[src/rtl/snake_pkg.sv]
// Shared snake game definitions: one-hot direction codes, reversal helper and
// the direction controller's state encoding. The game core uses the same codes.
package snake_pkg;

   localparam logic [3:0] NONE  = 4'b0000;
   localparam logic [3:0] RIGHT = 4'b0001;
   localparam logic [3:0] LEFT  = 4'b0010;
   localparam logic [3:0] UP    = 4'b0100;
   localparam logic [3:0] DOWN  = 4'b1000;

   typedef enum logic [1:0] {
      IDLE = 2'd0,
      RUN  = 2'd1,
      DEAD = 2'd2
   } state_t;

   function automatic logic [3:0] opposite(input logic [3:0] dir);
      case (dir)
         RIGHT:   return LEFT;
         LEFT:    return RIGHT;
         UP:      return DOWN;
         DOWN:    return UP;
         default: return NONE;
      endcase
   endfunction

endpackage

[src/rtl/snake_debounce.sv]
// One push-button: 2-flop synchronizer, stability counter, debounced level and
// a single-cycle pulse on each debounced rising edge.
module snake_debounce #(
   parameter logic [15:0] c_DEBOUNCE_CYCLES = 16'd50000
) (
   input  logic clk,
   input  logic rst,
   input  logic btn,
   output logic press
);

   localparam int CW = $clog2(int'(c_DEBOUNCE_CYCLES) + 1);

   logic          sync_p0;
   logic          sync_p1;
   logic          level;
   logic [CW-1:0] cnt;

   always_ff @(posedge clk) begin
      if (rst) begin
         sync_p0 <= 1'b0;
         sync_p1 <= 1'b0;
         level   <= 1'b0;
         cnt     <= '0;
         press   <= 1'b0;
      end else begin
         sync_p0 <= btn;
         sync_p1 <= sync_p0;
         press   <= 1'b0;
         // Any sample agreeing with the current level restarts the stability count
         if (sync_p1 == level) begin
            cnt <= '0;
         end else if (cnt == CW'(c_DEBOUNCE_CYCLES)) begin
            level <= sync_p1;
            press <= sync_p1;
            cnt   <= '0;
         end else begin
            cnt <= cnt + CW'(1);
         end
      end
   end

endmodule

[src/rtl/snake_direction_ctrl.sv]
// Button front end of the snake game: debounced presses become one paced
// one-hot move pulse per tick, with reversal rejection and freeze on kill.
module snake_direction_ctrl
   import snake_pkg::*;
#(
   parameter logic [15:0] c_DEBOUNCE_CYCLES = 16'd50000,
   parameter logic [23:0] c_TICK_CYCLES     = 24'd5000000
) (
   input  logic       i_Clk,
   input  logic       i_Rst,
   input  logic [3:0] i_Btn,
   input  logic       i_Kill,
   output logic [3:0] o_Direction,
   output logic [3:0] o_Heading,
   output logic       o_Running
);

   localparam int TW = $clog2(int'(c_TICK_CYCLES));

   logic [3:0]    ev;
   logic [3:0]    press;
   state_t        state, state_nxt;
   logic [3:0]    heading, heading_nxt;
   logic [3:0]    pend, pend_nxt;
   logic [TW-1:0] cnt, cnt_nxt;
   logic          tick_p, tick_nxt;
   logic [3:0]    dir_nxt;
   logic [3:0]    h_ref;
   logic          wrap;

   for (genvar b = 0; b < 4; b++) begin : g_btn
      snake_debounce #(
         .c_DEBOUNCE_CYCLES(c_DEBOUNCE_CYCLES)
      ) u_debounce (
         .clk  (i_Clk),
         .rst  (i_Rst),
         .btn  (i_Btn[b]),
         .press(ev[b])
      );
   end

   always_comb begin
      press = NONE;
      if (ev[0])      press = RIGHT;
      else if (ev[1]) press = LEFT;
      else if (ev[2]) press = UP;
      else if (ev[3]) press = DOWN;
   end

   always_ff @(posedge i_Clk) begin
      if (i_Rst) begin
         state       <= IDLE;
         heading     <= NONE;
         pend        <= NONE;
         cnt         <= '0;
         tick_p      <= 1'b0;
         o_Direction <= NONE;
      end else begin
         state       <= state_nxt;
         heading     <= heading_nxt;
         pend        <= pend_nxt;
         cnt         <= cnt_nxt;
         tick_p      <= tick_nxt;
         o_Direction <= dir_nxt;
      end
   end

   always_comb begin
      state_nxt   = state;
      heading_nxt = heading;
      pend_nxt    = pend;
      cnt_nxt     = cnt;
      tick_nxt    = 1'b0;
      dir_nxt     = NONE;
      h_ref       = heading;
      wrap        = 1'b0;
      case (state)
         IDLE: begin
            cnt_nxt = '0;
            if (i_Kill) begin
               state_nxt = DEAD;
            end else if (press != NONE) begin
               state_nxt   = RUN;
               heading_nxt = press;
               pend_nxt    = NONE;
            end
         end
         RUN: begin
            if (i_Kill) begin
               state_nxt = DEAD;
            end else begin
               dir_nxt = tick_p ? heading : NONE;
               wrap    = (cnt == TW'(c_TICK_CYCLES - 24'd1));
               cnt_nxt = wrap ? '0 : cnt + TW'(1);
               if (wrap) begin
                  tick_nxt = 1'b1;
                  if (pend != NONE) heading_nxt = pend;
                  pend_nxt = NONE;
               end
               // A press in the wrap cycle is judged against the freshly committed heading
               h_ref = heading_nxt;
               if (press != NONE && press != h_ref && press != opposite(h_ref)) begin
                  pend_nxt = press;
               end
            end
         end
         DEAD: begin
         end
         default: begin
            state_nxt = IDLE;
         end
      endcase
   end

   assign o_Heading = heading;
   assign o_Running = (state == RUN);

endmodule

[config.mk]
export PLATFORM = sky130hd
export DESIGN_NAME = snake_direction_ctrl
export DESIGN_NICKNAME = d
export VERILOG_FILES = /design/src/rtl/snake_pkg.sv /design/src/rtl/snake_debounce.sv /design/src/rtl/snake_direction_ctrl.sv
export SDC_FILE = /design/constraint.sdc
export NUM_CORES = 1
export LEC_CHECK = 0
export ABC_AREA = 1
export ABC_CLOCK_PERIOD_IN_PS = 1900
export CORE_AREA = 8 8 118 120
export DETAILED_ROUTE_END_ITERATION = 8
export DIE_AREA = 0 0 126 128
export PLACE_DENSITY = 0.83
export RECOVER_POWER = 100
export SETUP_SLACK_MARGIN = 0.05
export SLEW_MARGIN = 20
export SYNTH_ARGS = -nofsm -noshare
export SYNTH_HDL_FRONTEND = slang
export SYNTH_HIERARCHICAL = 1
export SYNTH_SLANG_ARGS = --single-unit
export TNS_END_PERCENT = 5
[constraint.sdc]
create_clock -name i_Clk -period 1.9 [get_ports i_Clk]
set_input_delay 0.19 -clock i_Clk [delete_from_list [all_inputs] [get_ports i_Clk]]
set_output_delay 0.19 -clock i_Clk [all_outputs]
set_load 0.005 [all_outputs]
==> flow_summary_export.csv <==
group,metric,value,unit
detailed_routing,viasPerCell,5.131,
worst_setup_path,cp.buffers_inverters,3,
synth,yosys.cell_types.count,36,
global_routing,grt_max_degree,23,
final_layout,antennaDiodeCount,0,
final_layout,final_cells,1195,
worst_setup_path,cp_max_fo,22,
timing,rsz0062_at_grt,"true",
floorplan,row_count,41,
detailed_routing,wirelength,14800,µm
clock_network,clk_latency,0.42,ns
floorplan,fp.dieArea,16130,µm²
floorplan,die_width,126,µm
clock_network,cts_max_path_buffers,2,
detailed_routing,wl_met2,7319,µm
clock_network,post_cts_buffers,0,
detailed_routing,dr_wl_met3,633,µm
detailed_routing,detail-route-antenna-nets,0,
detailed_routing,routed.top_layer,"met4",
timing,period_minus_slack,2.111,ns
clock_network,cts_sinks,118,
timing,hold-worst-slack,0.2934,ns
placed_design,post_dp_cell_area,7252,µm²
timing,slew_headroom,0.2506,
clock_network,cts_buffers,17,
power_and_ir_drop,p_sw_frac,0.2147,
placed_design,port_buffers,15,
run_status,status,"complete, but fails checks",
worst_setup_path,critPathKind,"in -> reg",
worst_setup_path,required,2.19,ns
worst_setup_path,critPathCaptureType,"flop",
floorplan,core,12210,µm²
clock_network,cts_hold_buf,0,
power_and_ir_drop,power_frac_comb,0.018,
detailed_routing,firstDrtPassIters,5,
global_routing,grt_pass1_wl,25320,µm
worst_setup_path,start_kind,"input port",
clock_network,htreeDepth,4,
placed_design,gp_congestion,0.8836,
worst_setup_path,max_stage_delay,0.82,ns
timing,finClkSkew,0.004745,ns
worst_setup_path,cp.arrival,2.40,ns
worst_setup_path,path_delay_family,"buffers and inverters",
global_routing,grt_pass1_vias,5934,
final_layout,drive_gt1_frac,0.2153,
final_layout,finalNetCount,1049,
power_and_ir_drop,p_sw,1.213,mW
job,maxCapViolCount,0,
floorplan,ios,16,
global_routing,grt_usage,0.1903,
detailed_routing,drt_iter0_markers,529,
synth,syn_area,6439,µm²
synth,synth_top_area_frac,0.3669,
clock_network,cts_root_buffer,"clkbuf_16",
final_layout,layout_commonest_cell,"nand2_1",
power_and_ir_drop,peakVddDrop,0.6437,mV
clock_network,path_clk_slew,0.06,ns
detailed_routing,wl_per_cell,12.38,µm
synth,postSynthAreaPerCell,6.857,µm²
global_routing,grt_antenna_before_repair,0,
min_path,hold_path.class,"in -> reg",
timing,fin_setup_tns,-6.627,ns
final_layout,layout_common_cells,"218 x nand2_1, 130 x nor2_1, 119 x inv_1",
final_layout,synthToLayoutAreaGrowth,21.80,%
synth,synth_area_leaders,"dfxtp_1 37%, nand2_1 13%, nor2_1 7.9%, inv_1 7.1%, nand3_1 4.9%",
timing,fin_crit_sh,1.111,
synth,synth_cells,939,
power_and_ir_drop,seqPwrFrac,0.442,
worst_setup_path,cp_slowest_cell,"clkbuf_1",
floorplan,die_height,128,µm
final_layout,finish.instance_area,7843,µm²
detailed_routing,vias,6131,
power_and_ir_drop,internal_power,4.436,mW
synth,ys_warn_count,6,
synth,syn_nets,955,
worst_setup_path,cp_cell_sequence,"dlygate4sd3_1 -> clkbuf_1 -> buf_2 -> a21oi_2 -> nand2_4 -> a21oi_1",
timing,fmax,0.4737,GHz
power_and_ir_drop,pwr-share-clk,0.540,
timing,setup_viol,45,
power_and_ir_drop,power_density,720.2,nW/µm²
timing,slew_violations,0,
timing,hold_viol,0,
run_status,violations,"setup timing",
timing,worstMarginPinSlew,1.124,ns
floorplan,initial_utilization,0.5274,
global_routing,grt_overflow,0,
synth,yosysSeqAreaShare,0.3669,
placed_design,hpwlAfterDp,10630,µm
detailed_routing,drc,0,
detailed_routing,drt-met1-wl,6488,µm
placed_design,placed_cells,1164,
synth,synth_seq_cells,118,
clock_network,cts_tree,"built",
timing,setup_ws,-0.2112,ns
power_and_ir_drop,leakage,2.715,nW
synth,synth_top_area_cell,"dfxtp_1",
## registers in the layout, indices dropped and copies added, names as in the netlist
register and cells:
cnt 23, g_btn.u_debounce/cnt 64, g_btn.u_debounce/level 4, g_btn.u_debounce/press 4, g_btn.u_debounce/sync_p0 4, g_btn.u_debounce/sync_p1 4
o_Direction 4, o_Heading 4, pend 4, state 2, tick_p 1
## path summary, 6_finish.rpt
kind / startpoint / end / slack, ns / cells past startpoint
hold reg to reg: g_btn[3].u_debounce/sync_p0$_SDFF_PP0_ / g_btn[3].u_debounce/sync_p1$_SDFF_PP0_ / 0.41 / 2
setup / recovery: i_Rst / g_btn[2].u_debounce/cnt[12]$_SDFF_PP0_ / -0.21 / 6
setup reg to reg: cnt[4]$_SDFFE_PP0P_ / pend[3]$_SDFFE_PP0P_ / -0.20 / 19
hold / removal: i_Btn[1] / g_btn[1].u_debounce/sync_p0$_SDFF_PP0_ / 0.29 / 3
## Yosys cell counts
cell type	n
o21a_1	1
nor2_1	135
nand2_2	17
or2_2	1
ha_1	9
nand3b_1	1
inv_1	122
dfxtp_1	118
nand3_4	1
a211oi_1	5
o21ai_0	11
a41oi_1	1
nor3_1	16
nand2_1	218
nor2_4	11
o21ai_1	3
xor2_1	18
xnor2_1	5
nand3_2	2
nand2_4	7
buf_8	4
clkbuf_1	2
a31o_2	1
nor4_1	6
and2_1	4
nand4_1	24
buf_2	2
nand3_1	63
a31oi_1	1
a221oi_1	7
inv_2	7
a21oi_2	13
nor2_2	50
or2_0	8
a21oi_1	44
nor3_2	1
## power by group through the flow
stage,clock [mW],sequential (mW),combinational [mW]
2_1_floorplan,0,2.55,0.0592
3_3_place_gp,0,2.55,0.104
3_5_place_dp,0,2.55,0.106
4_1_cts,3.11,2.50,0.107
5_1_grt,3.24,2.50,0.108
6_report,3.05,2.50,0.0998
## logic make-up after synthesis
group,count (synthesis),share of synthesized area
and+or+nand+nor,565,0.4141
buffers and inverters,137,0.08725
DFF,118,0.3669
AOI/OAI and AO/OA,87,0.08298
xor gates and xnor gates,23,0.03129
adders and majority gates,9,0.01749
## tightest hold or removal path, stage by stage
cell             delay (ns)
clkdlybuf4s50_1        0.40
inv_1                  0.05
nor2_1                 0.03
## stage by stage
stage	total power, mW	utilization	setup WS, ns
3_3_place_gp	2.653	0.5940	-0.1515
3_5_place_dp	2.655	0.5940	-0.2004
5_1_grt	5.841	0.6423	-0.4137
4_1_cts	5.712	0.6448	-0.1638
6_report	5.648	0.6423	-0.2112
2_1_floorplan	2.607	-	-0.02879
## area by class of cell
| class | count | area, µm² |
|---|---|---|
| Inverter | 129 | 484.2 |
| Clock buffer | 19 | 432.9 |
| Clock inverter | 12 | 132.6 |
| Tap cell | 150 | 187.7 |
| Fill cell | 1043 | 4367 |
| Timing Repair Buffer | 83 | 641.9 |
| Multi-Input combinational cell | 684 | 3593 |
| Sequential cell | 118 | 2370 |
## layer usage
metal,GRT usage,up-vias
li1,-,3161
met1,0.2116,2788
met2,0.3323,144
met3,0.04742,38
met4,0.09696,0
met5,0,-
## repair_timing
item	in CTS	in global routing
cloned	0	0
pin swaps	3	4
gates resized for setup	14	8
setup endpoints to repair	10	28
No activity file was read; power rests on OpenSTA's default activity.
